--- config.mk ---
export PLATFORM = sky130hd
export DESIGN_NAME = ring_osc_gen
export DESIGN_NICKNAME = d
export VERILOG_FILES = /design/src/rtl/ring_osc_gen.sv
export SDC_FILE = /design/constraint.sdc
export NUM_CORES = 1
export LEC_CHECK = 0
export BUFFER_PORTS_ARGS = -buffer_cell sky130_fd_sc_hd__buf_2
export CORE_MARGIN = 2
export CORE_UTILIZATION = 41
export DETAILED_ROUTE_END_ITERATION = 10
export GPL_TIMING_DRIVEN = 0
export PLACE_DENSITY_LB_ADDON = 0.15
export SETUP_SLACK_MARGIN = 0.02
export SKIP_CTS_REPAIR_TIMING = 1
export SYNTH_ARGS = -nofsm -noshare
export SYNTH_HDL_FRONTEND = slang
export SYNTH_SLANG_ARGS = --single-unit
export TNS_END_PERCENT = 1
--- constraint.sdc ---
create_clock -name clk -period 2.9 [get_ports clk]
set_input_delay 0.58 -clock clk [delete_from_list [all_inputs] [get_ports clk]]
set_output_delay 0.58 -clock clk [all_outputs]
set_load 0.005 [all_outputs]
--- src/rtl/ring_osc_gen.sv ---
// ring_osc_gen: twisted-ring oscillator with a programmable per-stage delay.
// The edge-count measurement unit is compiled only when RING_OSC_MEAS_EN is defined.
module ring_osc_gen #(
  parameter int STAGES = 5,
  parameter int DLY_W  = 4,
  parameter int CNT_W  = 16
) (
  input  logic             clk,
  input  logic             rst,
  input  logic             en,
  input  logic [DLY_W-1:0] dly,
  output logic             out1,
  input  logic             start,
  input  logic [CNT_W-1:0] gate_len,
  output logic             busy,
  output logic             done,
  output logic [CNT_W-1:0] edge_cnt
);

  logic [STAGES-1:0] ring_r;
  logic [DLY_W-1:0]  dcnt_r;
  logic [DLY_W-1:0]  dlat_r;
  logic [DLY_W-1:0]  dly_eff_s;
  logic [DLY_W-1:0]  dcur_s;
  logic              step_s;

  // Step delay: a fresh dly value applies at the start of a step, the latched one mid-step
  always_comb begin
    if (dly == {DLY_W{1'b0}}) begin
      dly_eff_s = DLY_W'(1'b1);
    end else begin
      dly_eff_s = dly;
    end
    if (dcnt_r == {DLY_W{1'b0}}) begin
      dcur_s = dly_eff_s;
    end else begin
      dcur_s = dlat_r;
    end
    step_s = en && (dcnt_r == (dcur_s - DLY_W'(1'b1)));
  end

  // Ring and delay counter; a low en freezes the ring and restarts the step timer
  always_ff @(posedge clk) begin
    if (rst) begin
      ring_r <= {STAGES{1'b0}};
      dcnt_r <= {DLY_W{1'b0}};
      dlat_r <= {DLY_W{1'b0}};
    end else if (!en) begin
      dcnt_r <= {DLY_W{1'b0}};
    end else begin
      if (dcnt_r == {DLY_W{1'b0}}) begin
        dlat_r <= dly_eff_s;
      end else begin
        dlat_r <= dlat_r;
      end
      if (step_s) begin
        ring_r <= {ring_r[STAGES-2:0], ~ring_r[STAGES-1]};
        dcnt_r <= {DLY_W{1'b0}};
      end else begin
        dcnt_r <= dcnt_r + DLY_W'(1'b1);
      end
    end
  end

  assign out1 = ring_r[STAGES-1];

`ifdef RING_OSC_MEAS_EN
  typedef enum logic [1:0] {
    IDLE = 2'd0,
    MEAS = 2'd1,
    DONE = 2'd2
  } state_t;

  state_t           state_r;
  state_t           state_nxt_s;
  logic [CNT_W-1:0] win_r;
  logic [CNT_W-1:0] win_nxt_s;
  logic [CNT_W-1:0] cnt_r;
  logic [CNT_W-1:0] cnt_nxt_s;
  logic             prev_r;
  logic             busy_r;
  logic             done_r;
  logic             rise_s;

  assign rise_s = out1 & ~prev_r;

  // Measurement next-state: window countdown and saturating rising-edge count
  always_comb begin
    state_nxt_s = state_r;
    win_nxt_s   = win_r;
    cnt_nxt_s   = cnt_r;
    case (state_r)
      IDLE: begin
        if (start) begin
          cnt_nxt_s = {CNT_W{1'b0}};
          win_nxt_s = gate_len;
          if (gate_len == {CNT_W{1'b0}}) begin
            state_nxt_s = DONE;
          end else begin
            state_nxt_s = MEAS;
          end
        end else begin
          state_nxt_s = IDLE;
        end
      end
      MEAS: begin
        win_nxt_s = win_r - CNT_W'(1'b1);
        if (rise_s && (cnt_r != {CNT_W{1'b1}})) begin
          cnt_nxt_s = cnt_r + CNT_W'(1'b1);
        end else begin
          cnt_nxt_s = cnt_r;
        end
        if (win_r == CNT_W'(1'b1)) begin
          state_nxt_s = DONE;
        end else begin
          state_nxt_s = MEAS;
        end
      end
      DONE: begin
        state_nxt_s = IDLE;
      end
      default: begin
        state_nxt_s = IDLE;
      end
    endcase
  end

  // Measurement state, counters and registered status outputs
  always_ff @(posedge clk) begin
    if (rst) begin
      state_r <= IDLE;
      win_r   <= {CNT_W{1'b0}};
      cnt_r   <= {CNT_W{1'b0}};
      prev_r  <= 1'b0;
      busy_r  <= 1'b0;
      done_r  <= 1'b0;
    end else begin
      state_r <= state_nxt_s;
      win_r   <= win_nxt_s;
      cnt_r   <= cnt_nxt_s;
      prev_r  <= out1;
      busy_r  <= (state_nxt_s == MEAS);
      done_r  <= (state_nxt_s == DONE);
    end
  end

  assign busy     = busy_r;
  assign done     = done_r;
  assign edge_cnt = cnt_r;
`else
  logic unused_s;

  assign unused_s = ^{start, gate_len};
  assign busy     = 1'b0;
  assign done     = 1'b0;
  assign edge_cnt = {CNT_W{1'b0}};
`endif

endmodule

# Yosys cells after proc, flatten, opt, wreduce, memory -nomap -nowiden
# Index checks and enable logic that the tools add are counted.
dict set report word_totals {
  word_cells 15
  inputBits 24
  register_bits 13
  out_inout_bits 19
}
dict set report classes {
  n_bitwise 2
  n_mux 2
  reduce_logical 5
  eq_ne 1
  n_addsub 2
}
# operator count
set ops {}
lappend ops {{zero test 4 bit} 2}
lappend ops {{2-to-1 mux 4 bit} 2}
lappend ops {{adder 4 x 1 -> 4 bit, second input constant} 1}
lappend ops {{== test 4 bit} 1}
lappend ops {{subtractor 4 x 1 -> 4 bit, second input constant} 1}
lappend ops {{OR reduction 3 bit} 1}
lappend ops {{NOT 1 bit} 2}
lappend ops {{AND reduction 2 bit} 1}
lappend ops {{logical AND 1 bit} 1}

# Depth between registers and ports, before layout
# Gate-level depths: netlist of the first run.
dict set report depth {
  ltp_word 7
  depth_mapped 10
  mapped_depth_nobuf 10
}

# Least setup slack after synthesis of the first run
# Ideal clock, no wire load.
dict set report synth_timing {
  path_type {in2reg}
  start {in dly[0]}
  end {reg ring_r[0]}
  path_slack_ps 73
  stages 8
  setup_time_ps 72
  path_buffers 0
  required_ps 2828
  arrival_ps 2755
  path_cell_list {or4b_2 > o22a_2 > inv_1 > ha_1 > xor2_1 > nand2_1 > nor4b_4 > mux2i_1}
}
dict set report synth_via {
  elab_chain_len 7
}
# item line
set synth_rtl {}
lappend synth_rtl {{start: declaration} 11} ;# input logic [DLY_W-1:0] dly,
lappend synth_rtl {{zero test 4 bit} 29} ;# if (dly == {DLY_W{1'b0}}) begin
lappend synth_rtl {{2-to-1 mux 4 bit *} 29}
lappend synth_rtl {{2-to-1 mux 4 bit *} 34} ;# if (dcnt_r == {DLY_W{1'b0}}) begin
lappend synth_rtl {{subtractor 4 x 1 -> 4 bit *} 39} ;# step_s = en && (dcnt_r == (dcur_s - DLY_W'(1'b1)));
lappend synth_rtl {{== test 4 bit *} 39}
lappend synth_rtl {{logical AND 1 bit *} 39}
lappend synth_rtl {{AND reduction 2 bit (no source line) *} n/a}
lappend synth_rtl {{end signal: assignment} 45} ;# ring_r <= {STAGES{1'b0}};
lappend synth_rtl {{end signal: assignment} 57} ;# ring_r <= {ring_r[STAGES-2:0], ~ring_r[STAGES-1]};
lappend synth_rtl {{end: declaration} 20} ;# logic [STAGES-1:0] ring_r;
# Mark *: on every way between the ends. The rest lies on a longest branch, timed or not.
# A chain may end at the register's enable or synchronous reset.

# Worst setup path in the final report of the first run
dict set report layout_timing {
  start {reg dcnt_r[0]}
  end {reg dcnt_r[2]}
}
dict set report layout_via {
  elab_chain_len 6
  word_cells_on_any_way 7
  classes_between {2 x add/sub; 1 x eq/ne; 1 x mux; 3 x reduce/logical}
}
# item line
set layout_rtl {}
lappend layout_rtl {{start: declaration} 21} ;# logic [DLY_W-1:0] dcnt_r;
lappend layout_rtl {{start signal: assignment} 46} ;# dcnt_r <= {DLY_W{1'b0}};
lappend layout_rtl {{start signal: assignment} 49} ;# dcnt_r <= {DLY_W{1'b0}};
lappend layout_rtl {{start signal: assignment} 58} ;# dcnt_r <= {DLY_W{1'b0}};
lappend layout_rtl {{zero test 4 bit} 34}
lappend layout_rtl {{2-to-1 mux 4 bit} 34}
lappend layout_rtl {{subtractor 4 x 1 -> 4 bit} 39}
lappend layout_rtl {{== test 4 bit} 39}
lappend layout_rtl {{logical AND 1 bit} 39}
lappend layout_rtl {{OR reduction 3 bit (no source line)} n/a}
# Parallel ways exist; a longest one is shown, timed or not.

==> results of run 1 <==
==> layout by cell type (no fill, tap or decap), drive strengths merged, types with 3 or more instances in the layout <==
master / netlist / layout
conb: 1 / 18
clkbuf: 1 / 5
inv: 3 / 3
nand3: 4 / 4
a21oi: 3 / 3
nor3: 4 / 4
nand2b: 8 / 8
nor2b: 3 / 3
dfxtp: 13 / 13
nand2: 5 / 5
mux2i: 8 / 8
xor2: 4 / 4
buf: 20 / 29
ha: 3 / 3
==> per-stage QoR <==
stage	cell area [um2]	hold WS (ns)	TNS, ns
finish	1101	0.4747	0
floorplan	965.9	0.4451	0
detailed placement	1035	0.4630	-1.410
global placement	1035	0.4590	-1.281
CTS	1061	0.4726	-1.244
global route	1101	0.4965	-0.006041
==> worst max path at each step <==
stage	startpoint	end	depth (start not counted)
final	dcnt_r[0]	dcnt_r[2]	12
after global routing	dcnt_r[1]	ring_r[2]	11
after CTS	dcnt_r[0]	ring_r[4]	10
after detailed placement	dly[0]	ring_r[3]	9
after global placement	dly[0]	ring_r[3]	9
after floorplan	dly[0]	ring_r[0]	8
==> final cells by class <==
type                       instances  area (um2)
sequential                        13       261.5
clock buffer                       4       26.28
inverter                           3       11.26
tap                               27       33.78
multi-input combinational         77       556.8
buffer                            21       157.7
timing repair buffer               9       53.80
fill                             200       920.9
==> logic make-up after synthesis <==
family,count (synthesis),synth area share
flip-flops,13,0.2885
AND/OR/NAND/NOR,35,0.2691
multiplexers,8,0.08877
other,1,0.004157
buffers and inverters,24,0.1872
XOR/XNOR,6,0.06658
adder cells (fa/ha/maj),3,0.04161
AO/OA/AOI/OAI,7,0.05408
==> report_power, final <==
part           switching (mW)  internal, mW
logic                  0.0569        0.0658
clock network          0.0559        0.0531
registers             0.00650         0.186
==> sequential cells by signal, summed over array words and instances (netlist names) <==
name	count
dlat_r	4
ring_r	5
dcnt_r	4
==> routing by layer <==
layer	vias to the layer above	GRT usage	wire, um
met3	2	0.03801	73
li1	352	-	-
met2	18	0.2013	771
met1	299	0.1291	662
met5	-	0	0
met4	0	0.04054	14
==> Yosys cell counts, drive strengths merged (2+ instances only) <==
library cell and instances:
nand2b 8, xnor2 2, inv 3, ha 3, mux2i 8, a211oi 2
buf 20, nor3 4, nand2 5, nand3 4, nor2b 3, dfxtp 13
nor2 2, nor4b 2, xor2 4, nor3b 2, a21oi 3, and4bb 2
==> critical path: cells and delay by family (launching register included) <==
kind / cells / cell delay (ns)
simple gates: 4 / 1.02
buf+inv: 4 / 0.46
compound gates: 1 / 0.27
flops: 1 / 0.36
fa+ha+maj: 2 / 0.40
xor+xnor: 1 / 0.15
==> metrics, run 1 <==
share of cells above drive strength 1=0.3228; first-pass GRT wire length=2.228 mm; placed cells=148; Hold Path Stages=2; antenna cell count=0; post-synth top area share=0.2885; clk slew on worst S/H paths=0.08 ns; hold path start=dlat_r[1]; Worst Reg-to-Reg Cells=12; Post-synth ARST share=0; Final Hold Viols=0; Post-DRT Antenna Nets=0; crit path max fanout=7; Worst path max stage delay=0.60 ns; Std-Cell Core Area=2022 um2; initial antenna violation count=0; Starting Density=0.4462; IO buf count=7; final net count=155; area leader, netlist=dfxtp_1; top_reg_cell synth=dfxtp_1; CTS tree=done; reg2reg setup slack=0.13 ns; pwr/cell area=385.2 nW/um2; CTS Sinks=13; drt total wl=1.521 mm; Clock Path Buffers=2; hold endpoint=dlat_r[1]; number of global-route vias before repair=545; Mapped Area=902.1 um2; vias per cell=4.357; Clk Latency, worst-skew pair=0.27 ns; slowest CP cell=or4b_2; register area share after synthesis=0.2885; FP Rows=16; Tot GR Track Use=0.1150; critical-path cell list=inv_1 -> ha_4 -> or4b_2 -> o22a_4 -> inv_1 -> ha_1 -> xor2_1 -> nand2_1 -> nor4b_4 -> buf_6 -> buf_4 -> nor3_1; number of synthesized register bits=13; Yosys warnings=0; hpwl dp=1.155 mm; critical path class=reg -> reg; total chip power=0.4241 mW; crit-path most repeated cell=inv_1; f_max=0.3605 GHz; Final Setup Violations=0; P&R area growth vs syn=22.05%; status=finished clean; Finished Layout Cells=154; post-route setup slack=0.1258 ns; max cap viols=0; synth top area cells=dfxtp_1 29%, buf_4 16%, mux2i_1 8.9%, nand2b_1 5.5%, ha_1 4.2%; maximum number of pins on one net before global-route repair=11; Die X=50.91 um; die footprint=2591 um2; worst r2r dst=dcnt_r[2]; Netlist cell types=30; htree depth=1; CP startpoint kind=flop; Mean Syn Cell Area=9.300 um2; per-cell routed wire length=9.877 um; final slew viol count=0; DRT Pass-1 Iters=3; Root Buffer=clkbuf_4; # IOs=43; chip height=50.91 um; final core utilization=0.5446; r2r startpoint=dcnt_r[0]; setup slack at placement=-0.1991 ns; vias=671; CTS Buf Count=3; Cells after Synth=97; Hold Crit Class=reg -> reg; Worst Path Arrival=2.94 ns; final period utilization=0.9566; DRC viols=0; Worst EP required=3.06 ns; Clock Skew=0.009147 ns; nature of the critical path endpoint=flop; RePlAce Congestion=0.8014; Peak supply drop=303.7 uV; LEAKAGE=0.5231 nW; fin crit period=2.774 ns; Iteration-0 DRC Markers=7; number of enable flip-flop cells after synthesis=0; GR Overflow Total=0
Power figures use the tool's default switching activity.
==> run 2, diff against run 1 <==
Settings changed: CORE_UTILIZATION 41 to 45.
Clock period 2.9 ns to 2.7 ns, I/O delays scaled along.
==> metrics, run 2 (synthesis gave the netlist of run 1 again) <==
final slew viol count=0; vias=671; Final Cell Area=1160 um2; Critical Path Start=dcnt_r[1]; CTS tree=done; r2r startpoint=dcnt_r[1]; CTS Sinks=13; f_max=0.3857 GHz; Clock Skew=0.001295 ns; CP startpoint kind=flop; first-pass GRT wire length=2.318 mm; Clk Latency, worst-skew pair=0.28 ns; TNS Setup=0 ns; Starting Density=0.4694; per-cell routed wire length=9.611 um; htree depth=1; Clock Path Buffers=2; number of global-route vias before repair=523; power share of the clock group=0.252; initial antenna violation count=0; critical path class=reg -> reg; final period utilization=0.9603; Logic pwr share=0.321; most frequent cells in the layout=23 x buf_4, 18 x conb_1, 11 x dfxtp_1; # IOs=43; LEAKAGE=0.5458 nW; vias per cell=4.274; worst r2r dst=ring_r[3]; chip height=48.78 um; Final Setup Violations=0; Post-DRT Antenna Nets=0; Worst Path Arrival=2.81 ns; fin crit period=2.593 ns; top flop regs=ring_r x5, dcnt_r x4, dlat_r x4; reg2reg setup slack=0.11 ns; Final Hold Viols=0; hpwl dp=1.083 mm; Net Sw Power=0.1413 mW; crit path max fanout=7; Reg with most FFs=ring_r; Die X=48.78 um; Tot GR Track Use=0.1293; final core utilization=0.6035; Hold Crit Class=reg -> reg; total chip power=0.4788 mW; drt total wl=1.509 mm; share of cells above drive strength 1=0.3923; RePlAce Congestion=0.7687; Worst Reg-to-Reg Cells=11; area of the multi-input gates=583.1 um2; Hold Path Stages=2; P&R area growth vs syn=28.57%; Peak supply drop=312.8 uV; final net count=158; pwr/cell area=412.8 nW/um2; FP Rows=16; CTS Buf Count=3; DRT Pass-1 Iters=4; setup slack at placement=-0.1891 ns; Iteration-0 DRC Markers=2; IO buf count=7; nature of the critical path endpoint=flop; post-route setup slack=0.1073 ns; status=finished clean; clk slew on worst S/H paths=0.08 ns; DRC viols=0; Std-Cell Core Area=1922 um2; maximum number of pins on one net before global-route repair=11; max reg flops=5; GR Overflow Total=0; die footprint=2379 um2; Seq pwr share=0.427; Fill cells=189; Worst EP required=2.91 ns; placed instance area=1041 um2; Root Buffer=clkbuf_4; Storage cell area=267.8 um2; switching share of power=0.2951; Internal Power=0.3375 mW; commonest non-fill, non-tap cell in the layout=buf_4; hold endpoint=dlat_r[1]; antenna cell count=0; hold path start=dlat_r[1]; max cap viols=0
run 2: changes by cell type in the layout (fill, tap and decap cells not counted), sizes merged:
| cell | previous run | this run |
|---|---|---|
| clkbuf | 5 | 4 |
| buf | 29 | 32 |
| clkinv | 0 | 1 |
run 2: power groups by stage:
| stage | registers (mW) | logic [mW] | clock network, mW |
|---|---|---|---|
| 2_1_floorplan | 0.209 | 0.103 | 0 |
| 3_3_place_gp | 0.210 | 0.120 | 0 |
| 3_5_place_dp | 0.210 | 0.121 | 0 |
| 4_1_cts | 0.206 | 0.122 | 0.129 |
| 5_1_grt | 0.206 | 0.167 | 0.141 |
| 6_report | 0.205 | 0.154 | 0.120 |
run 2: stage by stage:
| step | hold slack [ns] | instances |
|---|---|---|
| after floorplan | 0.4451 | 114 |
| after global placement | 0.4636 | 148 |
| after detailed placement | 0.4694 | 148 |
| after CTS | 0.4812 | 152 |
| after global routing | 0.5212 | 157 |
| final | 0.4788 | 157 |
run 2: layer usage:
metal	vias to the layer above	routed length [um]	track usage	part of all wire
li1	357	-	-	-
met1	294	694	0.1549	0.46
met2	16	703	0.1941	0.47
met3	4	82	0.04601	0.054
met4	0	28	0.08571	0.019
met5	-	0	0	0
run 2: critical path, cell delays in order, from the launching register on:
cell and delay, ns:
dfxtp_4 0.37, inv_4 0.06, ha_4 0.15, or4b_4 0.46, o22a_4 0.25, inv_1 0.10, ha_4 0.21, xor2_2 0.16
nand2_2 0.09, nor4b_4 0.31, buf_6 0.18, mux2i_1 0.18
run 2: worst max-delay path by stage:
stage / end / slack, ns
floorplan: ring_r[0] / 0.11
global placement: ring_r[3] / -0.17
detailed placement: ring_r[3] / -0.19
CTS: ring_r[3] / -0.16
global route: ring_r[3] / -0.01
finish: ring_r[3] / 0.11
run 2: cell type report:
cell class	instances	share of cell area
multi-input combinational	77	0.5027
sequential	13	0.2309
buffer	21	0.1359
timing repair buffer	12	0.06580
tap	27	0.02913
clock buffer	3	0.01942
inverter	3	0.01187
clock inverter	1	0.004315
